==> src/rtl/deconv_2d.sv <==
// Streaming 2-D transposed convolution. The kernel and image load serially. Each image pixel then
// runs RECIEVE/MULTIPLY/ACCUMULATE to scatter-add a scaled copy of the kernel into the output map.
module deconv_2d #(
    parameter int N           = 2,
    parameter int K           = 3,
    parameter int PIXEL_WIDTH = 8,
    parameter int STRIDE      = 2
) (
    input  logic                   clk,
    input  logic                   rst,
    input  logic                   enable,
    input  logic                   load_kernel,
    input  logic                   load_input,
    input  logic [PIXEL_WIDTH-1:0] image_input,
    input  logic [PIXEL_WIDTH-1:0] kernel_input,
    output logic                   input_ready,
    output logic                   kernel_ready,
    output logic                   done,
    output logic [PIXEL_WIDTH-1:0] image_output [0:N*K*N*K-1]
);
    localparam int ACCUM_WIDTH = 2*PIXEL_WIDTH + $clog2(N*N+1);
    localparam int NN          = N*N;
    localparam int KK          = K*K;
    localparam int NK          = N*K;
    localparam int OUT_PIX     = NK*NK;
    localparam int PROD_W      = 2*PIXEL_WIDTH;
    localparam int SEL_W       = (NN > 1) ? $clog2(NN) : 1;
    localparam int KSEL_W      = (KK > 1) ? $clog2(KK) : 1;
    localparam logic [ACCUM_WIDTH-1:0] SAT_MAX =
        {{(ACCUM_WIDTH-PIXEL_WIDTH){1'b0}}, {PIXEL_WIDTH{1'b1}}};

    typedef enum logic [1:0] {
        IDLE       = 2'b00,
        RECIEVE    = 2'b01,
        MULTIPLY   = 2'b10,
        ACCUMULATE = 2'b11
    } state_t;

    state_t deconv_state;
    state_t w_next_state;

    logic                   kernel_loaded;
    logic                   input_loaded;
    logic [KSEL_W-1:0]      r_kernel_count;
    logic [SEL_W-1:0]       r_input_count;
    logic [SEL_W-1:0]       input_select;
    logic [PIXEL_WIDTH-1:0] input_pix;
    logic [PIXEL_WIDTH-1:0] image          [0:NN-1];
    logic [PIXEL_WIDTH-1:0] kernel_weights [0:KK-1];
    logic [PROD_W-1:0]      prod           [0:KK-1];
    logic [ACCUM_WIDTH-1:0] accum_out      [0:OUT_PIX-1];
    logic [ACCUM_WIDTH-1:0] w_accum_next   [0:OUT_PIX-1];
    logic [PIXEL_WIDTH-1:0] decoded_image  [0:OUT_PIX-1];
    logic                   decode_done;
    logic                   accum_enable;
    logic                   w_start;
    logic                   w_last_pixel;
    int                     w_row_base;
    int                     w_col_base;

    assign kernel_ready = !kernel_loaded;
    assign input_ready  = !input_loaded;
    assign w_start      = enable && kernel_loaded && input_loaded;
    assign w_last_pixel = (input_select == SEL_W'(NN-1));
    assign decode_done  = (deconv_state == MULTIPLY);
    assign accum_enable = (deconv_state == ACCUMULATE);

    always_ff @(posedge clk or posedge rst) begin
        if (rst) begin
            kernel_loaded  <= 1'b0;
            r_kernel_count <= '0;
            for (int k = 0; k < KK; k++) kernel_weights[k] <= '0;
        end else if (load_kernel && kernel_ready) begin
            kernel_weights[r_kernel_count] <= kernel_input;
            if (r_kernel_count == KSEL_W'(KK-1))
                kernel_loaded <= 1'b1;
            else
                r_kernel_count <= r_kernel_count + KSEL_W'(1);
        end
    end

    always_ff @(posedge clk or posedge rst) begin
        if (rst) begin
            input_loaded  <= 1'b0;
            r_input_count <= '0;
            for (int i = 0; i < NN; i++) image[i] <= '0;
        end else if (load_input && input_ready) begin
            image[r_input_count] <= image_input;
            if (r_input_count == SEL_W'(NN-1))
                input_loaded <= 1'b1;
            else
                r_input_count <= r_input_count + SEL_W'(1);
        end
    end

    always_ff @(posedge clk or posedge rst) begin
        if (rst)
            deconv_state <= IDLE;
        else
            deconv_state <= w_next_state;
    end

    always_comb begin
        w_next_state = deconv_state;
        case (deconv_state)
            IDLE:       if (w_start) w_next_state = RECIEVE;
            RECIEVE:    w_next_state = MULTIPLY;
            MULTIPLY:   w_next_state = ACCUMULATE;
            ACCUMULATE: w_next_state = w_last_pixel ? IDLE : RECIEVE;
            default:    w_next_state = IDLE;
        endcase
    end

    // Gather form of the scatter: each output position picks the one kernel tap (if any) that
    // lands on it for the current pixel, so taps falling past the map edge simply match nothing.
    always_comb begin
        w_row_base = (int'(input_select) / N) * STRIDE;
        w_col_base = (int'(input_select) % N) * STRIDE;
        for (int p = 0; p < OUT_PIX; p++) begin
            w_accum_next[p] = accum_out[p];
            for (int k = 0; k < KK; k++) begin
                if ((w_row_base + k / K == p / NK) && (w_col_base + k % K == p % NK))
                    w_accum_next[p] = w_accum_next[p] + ACCUM_WIDTH'(prod[k]);
            end
        end
    end

    always_ff @(posedge clk or posedge rst) begin
        if (rst) begin
            done         <= 1'b0;
            input_select <= '0;
            input_pix    <= '0;
            for (int k = 0; k < KK; k++) prod[k] <= '0;
            for (int p = 0; p < OUT_PIX; p++) accum_out[p] <= '0;
        end else if (deconv_state == IDLE) begin
            if (w_start) begin
                done         <= 1'b0;
                input_select <= '0;
                for (int p = 0; p < OUT_PIX; p++) accum_out[p] <= '0;
            end
        end else if (deconv_state == RECIEVE) begin
            input_pix <= image[input_select];
        end else if (decode_done) begin
            for (int k = 0; k < KK; k++) prod[k] <= input_pix * kernel_weights[k];
        end else if (accum_enable) begin
            for (int p = 0; p < OUT_PIX; p++) accum_out[p] <= w_accum_next[p];
            if (w_last_pixel)
                done <= 1'b1;
            else
                input_select <= input_select + SEL_W'(1);
        end
    end

    always_comb begin
        for (int p = 0; p < OUT_PIX; p++) begin
            decoded_image[p] = (accum_out[p] > SAT_MAX) ? SAT_MAX[PIXEL_WIDTH-1:0]
                                                        : accum_out[p][PIXEL_WIDTH-1:0];
            image_output[p]  = decoded_image[p];
        end
    end

endmodule

==> config.mk <==
export PLATFORM = sky130hd
export DESIGN_NAME = deconv_2d
export DESIGN_NICKNAME = d
export VERILOG_FILES = /design/src/rtl/deconv_2d.sv
export SDC_FILE = /design/constraint.sdc
export NUM_CORES = 2
export LEC_CHECK = 0
export CORE_MARGIN = 1.5
export CORE_UTILIZATION = 41
export DETAILED_ROUTE_END_ITERATION = 8
export PLACE_DENSITY_LB_ADDON = 0.3
export SYNTH_ARGS = -nofsm -noshare
export SYNTH_HDL_FRONTEND = slang
export SYNTH_SLANG_ARGS = --single-unit
==> constraint.sdc <==
create_clock -name clk -period 30.6 [get_ports clk]
set_clock_uncertainty 0.15 [all_clocks]
set_input_delay 3.06 -clock clk [delete_from_list [all_inputs] [get_ports clk]]
set_output_delay 3.06 -clock clk [all_outputs]
set_load 0.01 [all_outputs]
Yosys cells after proc, flatten, opt, wreduce, memory -nomap -nowiden. Index checks and enable logic that the tools add are counted.

Add/subtract/negate cells: 203. Multiply operators: 9. $lt $le $gt $ge: 41. Eq/ne operators: 30. Muxes and demuxes: 261. Bitwise gates (word level): 7. Reductions and logical operators: 222.

Operators by type and width (number): $add A19 B16 Y19 (196); $mux W19 (196); $mux W684 (5); $gt A19 B8 Y1 const B (36); $mux W8 (40); $eq A32 B3 Y1 const B (8); $eq A32 B4 Y1 const B (8); $logic_and A1 B1 Y1 (202); $logic_not A32 Y1 (6); $mul A8 B8 Y16 (9); $eq A32 B2 Y1 const B (4); $bwmux W72 (1); $bwmux W32 (1); $demux W8 S4 (1); $bmux W8 S2 (1); $demux W8 S2 (1); $mux W2 (7); $reduce_and A2 Y1 (5); $reduce_and A5 Y1 (2); $eq A2 B2 Y1 const B (4); $pmux W2 S4 (1); $mux W1 (7); $add A2 B1 Y3 const B (2); $add A2 B2 Y3 const B (2); 18 further kinds (28).

Register bits after elaboration: 953. Input port bits: 21. Output and inout bits: 291.

Longest topological paths before layout.
Word-level depth: 23. Depth in mapped cells: 31. Depth with buffers taken out: 31.

Worst setup path after synthesis. No wires, ideal clock.

Path kind: register -> register. Start point: reg prod[128] in the netlist's numbering. End point: reg accum_out[417] in the netlist's numbering. Data arrival time: 6.088 ns. Required time: 30.328 ns. Slack: 24.241 ns. Stages on the path, launching flop included: 30. Period minus slack after synthesis: 6.359 ns. Path through: dfrtp_1 > ha_1 > fa_1 > a211oi_2 > o21a_2 > o21bai_1 > a21oi_1 > o21ai_1 > a21oi_1 > xnor2_1 > mux2_2 > ha_1 > or3_1 > or3_1 > a31oi_1 > xnor2_1 > mux2_2 > ha_1 > a21oi_1 > nand2b_1 > a21oi_1 > a21oi_1 > o31ai_2 > xnor2_1 > mux2_2 > ha_1 > a31o_2 > nand3_1 > a211o_1 > a32o_1.

Longest elaborated chain between the ends: 22.

RTL lines: start, declared (RTL line 50) `logic [PROD_W-1:0] prod [0:KK-1];`; $add A19 B16 Y19 * (RTL line 123) `w_accum_next[p] = w_accum_next[p] + ACCUM_WIDTH'(prod[k]);`; $mux W19 * (RTL line 122) `if ((w_row_base + k / K == p / NK) && (w_col_base + k % K == p % NK))`; $add A19 B16 Y19 (RTL line 123); $mux W19 * (RTL line 122); $add A19 B16 Y19 (RTL line 123); $mux W19 * (RTL line 122); $add A19 B16 Y19 (RTL line 123); $mux W19 * (RTL line 122); [... 6 more ...]; $add A19 B16 Y19 (RTL line 123); $mux W19 * (RTL line 122); $add A19 B16 Y19 (RTL line 123); $mux W19 * (RTL line 122); $mux W684 * (RTL line 145) `end else if (accum_enable) begin`; $mux W684 * (RTL line 143) `end else if (decode_done) begin`; $mux W684 * (RTL line 141) `end else if (deconv_state == RECIEVE) begin`; $mux W684 * (RTL line 135) `end else if (deconv_state == IDLE) begin`; end, declared (RTL line 51) `logic [ACCUM_WIDTH-1:0] accum_out [0:OUT_PIX-1];`.

Mark *: on every way between the ends. The rest lies on a longest branch, timed or not. The select of a mux whose other input is x is not followed. A chain may end at the register's enable or synchronous reset.

Worst setup path in the final report.
Start point: reg input_select[0]. End point: reg accum_out[417] in the netlist's numbering.

Longest elaborated chain between the ends: 22.

RTL lines: start, declared (RTL line 46) `logic [SEL_W-1:0] input_select;`; start signal, assigned (RTL line 150) `input_select <= input_select + SEL_W'(1);`; $logic_and A1 B1 Y1 / $add A2 B1 Y3 (equally long branches) (RTL line 122); $mux W19 / $eq A32 B3 Y1 (equally long branches) (RTL line 122); $add A19 B16 Y19 / $logic_and A1 B1 Y1 (equally long branches) (RTL line 123, 122); $mux W19 (RTL line 122); $add A19 B16 Y19 (RTL line 123); $mux W19 (RTL line 122); $add A19 B16 Y19 (RTL line 123); $mux W19 (RTL line 122); [... 6 more ...]; $add A19 B16 Y19 (RTL line 123); $mux W19 (RTL line 122); $add A19 B16 Y19 (RTL line 123); $mux W19 * (RTL line 122); $mux W684 * (RTL line 145); $mux W684 * (RTL line 143); $mux W684 * (RTL line 141); $mux W684 * (RTL line 135).

Marks and branches as above.

==> flow_summary_export.csv <==
group,metric,value,unit
finish,multiInputGateArea,53900,sq um
yosys,ys.flop_type,"dfrtp_1",
pwr,p_seq_frac,0.246,
critical_path,rr_endpoint,"accum_out[417]",
pwr,p_leak,43.1,nW
grt,track_usage,0.246,
routing,dr.pass1.iters,6,
finish,finalNonFillerCells,11300,
pwr,clkPwrFrac,0.268,
job,drv_cap,0,
cts,cts_resized,0,
timing,timing.final.max_slew_violations,0,
floorplan,fp.dieH,435,um
grt,grt-ovfl-total,0,
timing,tns,0,ps
floorplan,core_area,185000,sq um
worst_hold_path,min_path_type,"flip-flop to flip-flop",
timing,fmax,133,MHz
placement,routabilityCongestion,0.947,
routing,wl,234000,um
critical_path,worstPathMaxFanout,33,
grt,grt_pass1_wl,362000,um
critical_path,crit_path_end_kind,"flip-flop",
yosys,synth_top_cells_by_area,"dfrtp_1 24%, ha_1 15%, fa_1 9.4%",
grt,grt_max_degree,160,
floorplan,ios,312,
floorplan,die_w,435,um
floorplan,dieArea,189000,sq um
yosys,synth_edf_count,0,
timing,rsz0062_at_grt,"false",
yosys,yosysSeqAreaShare,0.244,
timing,setup_viol,0,
cts,ctsHoldBuffers,0,
routing,routedWlPerCell,20.7,um
routing,ant_nets,0,
cts,htreeDepth,3,
timing,hold_viol_final,0,
finish,seq_area,18600,sq um
cts,cts.path.max_buffers,3,
pwr,internal_power,2.77,mW
placement,dp_cells,11100,
grt,grt_pass1_vias,63000,
placement,place_hpwl,173000,um
yosys,yosys_warnings,0,
worst_hold_path,holdPathEnd,"image[9]",
finish,drive_gt1_frac,0.102,
yosys,ys_ff_latch,744,
timing,final.min_clock_period,7520,ps
yosys,yosysTopAreaCellShare,0.244,
finish,syn2layout_area_growth,10.9,%
cts,root_buffer,"clkbuf_16",
yosys,netlist_instances,8593,
yosys,synth_area_per_cell,8.89,sq um
critical_path,start_kind,"flip-flop",
floorplan,floorplan.initialDensity,0.412,
critical_path,critPathKind,"flip-flop to flip-flop",
cts,clk_latency,750,ps
critical_path,worstPathRequired,31090,ps
cts,path_clk_slew,60,ps
pwr,p_sw,2.11,mW
timing,tightest_slew,1210,ps
routing,dr_total_vias,63500,
routing,routed_via_density,5.64,
pwr,power_switching_share,0.433,
pwr,ir_worst_vdd,0.0000610,V
routing,drc,0,
worst_hold_path,hold-path-cell-count,1,
placement,io_buffers,223,
critical_path,r2r_start,"input_select[0]",
yosys,synth_top_cell_by_area,"dfrtp_1",
cts,cts_buffers,97,
pwr,combinationalPowerShare,0.485,
routing,drt_iter0_markers,4605,
floorplan,row_count,158,
yosys,yosysUniqueCellTypes,96,
finish,nFillCells,17700,
outcome,status,"completed",
yosys,async_flop_share,1.00,
critical_path,r2r_cells,26,
cts,numClockSinks,744,
finish,nNetsFinal,10000,
critical_path,cp.arrival,8010,ps
cts,cts_setup_buffers,0,
timing,fin_crit_sh,0.246,
cts,cts_tree,"yes",
worst_hold_path,hp-start,"image[9]",
grt,grt_antenna_before_repair,15,
critical_path,worst-r2r-setup-slack,23080,ps
timing,slew_headroom,0.194,
yosys,syn_area,76400,sq um
pwr,pwr_density_cell,57.6,nW/um^2
[logic make-up (layout without fill, tap and decap cells)]
family          Yosys count  in the layout  synth area share
simple gates           2501           2501             0.160
mux                     380            380            0.0565
fa+ha+maj              1286           1286             0.246
flops                   744            744             0.244
other cells               1             92         0.0000491
buf+inv                1085           1191            0.0576
compound gates         2036           2036             0.172
xor+xnor                560            560            0.0642
[routing by layer]
metal	track usage	wire length, um	up-vias
met5	0	25	-
met4	0.108	10600	4
met3	0.0327	15900	445
met2	0.394	105000	1886
met1	0.331	102000	31100
li1	-	-	30100
[critical path, stage by stage (launching register included)]
cell and delay, ps:
dfrtp_1 870, ha_4 570, inv_1 530, o2bb2ai_1 290, ha_1 360, a21oi_1 150
nor2b_1 100, nor4_4 320, nor2_1 100, xnor2_1 150, mux2i_1 110, ha_1 370
a21oi_1 150, nor2b_1 60, a311o_1 350, a21o_1 190, a21oi_1 220, o21a_1 230
xnor2_1 80, mux2_2 300, ha_1 340, nand2_1 80, o31ai_1 380, a31o_2 250
nand3_1 120, a211o_1 330, a32o_1 250
[worst max-delay path by stage]
| stage | start | end | slack (ps) | cells after the start |
|---|---|---|---|---|
| after floorplan | rst | accum_out[133] | 6510 | 1 |
| after CTS | input_select[0] | accum_out[417] | 23060 | 25 |
| after global placement | input_select[0] | accum_out[417] | 23120 | 25 |
| final | input_select[0] | accum_out[417] | 23080 | 26 |
| after detailed placement | input_select[0] | accum_out[417] | 23050 | 23 |
| after global routing | input_select[0] | accum_out[417] | 22590 | 26 |
[through the flow]
stage	total power, mW	utilization	setup slack, ps	cell area, sq um	hold WS [ps]
floorplan	2.61	-	6510	76700	317
finish	4.88	0.457	23080	84700	351
CTS	4.91	0.457	23060	84700	351
global placement	3.54	0.438	23120	81100	333
detailed placement	3.58	0.438	23050	81100	340
global route	5.15	0.457	22590	84700	366
[power by group through the flow]
stage               registers (mW)  logic (mW)  clock network, mW
floorplan                     1.15        1.46                  0
global placement              1.21        2.32                  0
detailed placement            1.22        2.36                  0
CTS                           1.20        2.37               1.34
global route                  1.21        2.56               1.37
finish                        1.20        2.37               1.31
[cell usage after synthesis (9+ instances only)]
cell	number
o211ai_1	86
a21boi_0	19
mux2_2	330
nand3_1	174
a211oi_1	56
o2bb2ai_1	15
a41oi_1	24
and3_1	51
nor2b_1	49
buf_4	88
a21o_1	219
and2_1	361
nand4_1	22
clkbuf_1	233
a21oi_1	472
o21a_1	46
or3b_2	9
o2111ai_1	12
o31ai_1	70
or2_2	222
mux2i_1	42
a22o_1	110
xor2_1	223
nor3b_1	11
o31a_1	12
buf_1	55
a31oi_1	49
nor4_1	58
xnor2_1	337
fa_1	360
dfrtp_1	744
a31o_2	18
nand2b_1	38
a221o_1	12
nor3_1	174
nand2_1	916
inv_1	708
o21ai_1	14
o21ai_0	571
nor2_1	341
a211o_1	15
or3_1	46
o22ai_1	9
ha_1	925
o21bai_1	103
[registers in the layout, summed over array words and instances (netlist names)]
signal,count
deconv_state,2
kernel_weights,72
input_select,2
input_pix,8
input_loaded,1
kernel_loaded,1
image,32
done,1
r_kernel_count,4
r_input_count,2
prod,144
accum_out,475
[final cells by class]
type / count / area share
clock buffer: 120 / 0.0318
inverter: 709 / 0.0315
antenna: 4 / 0.000118
timing repair buffer: 300 / 0.0335
clock inverter: 62 / 0.0110
multi-input combinational: 6851 / 0.636
sequential: 744 / 0.220
tap: 2480 / 0.0366
[cells in the final DEF (no fill, tap or decap), types with 45 or more instances in the layout]
master           instances
a211oi_1                56
a21o_1                 219
a21oi_1                472
a22o_1                 110
a31oi_1                 49
and2_1                 361
and3_1                  51
buf_4                   75
clkbuf_16               99
clkdlybuf4s50_1        223
conb_1                  88
dfrtp_1                736
fa_1                   360
ha_1                   919
inv_1                  704
mux2_2                 330
nand2_1                914
nand3_1                174
nor2_1                 337
nor2b_1                 49
nor3_1                 174
nor4_1                  58
o211ai_1                86
o21a_1                  46
o21ai_0                570
o21bai_1               103
o31ai_1                 70
or2_2                  222
or3_1                   45
xnor2_1                337
xor2_1                 223
(Power assumes the default switching activity.)
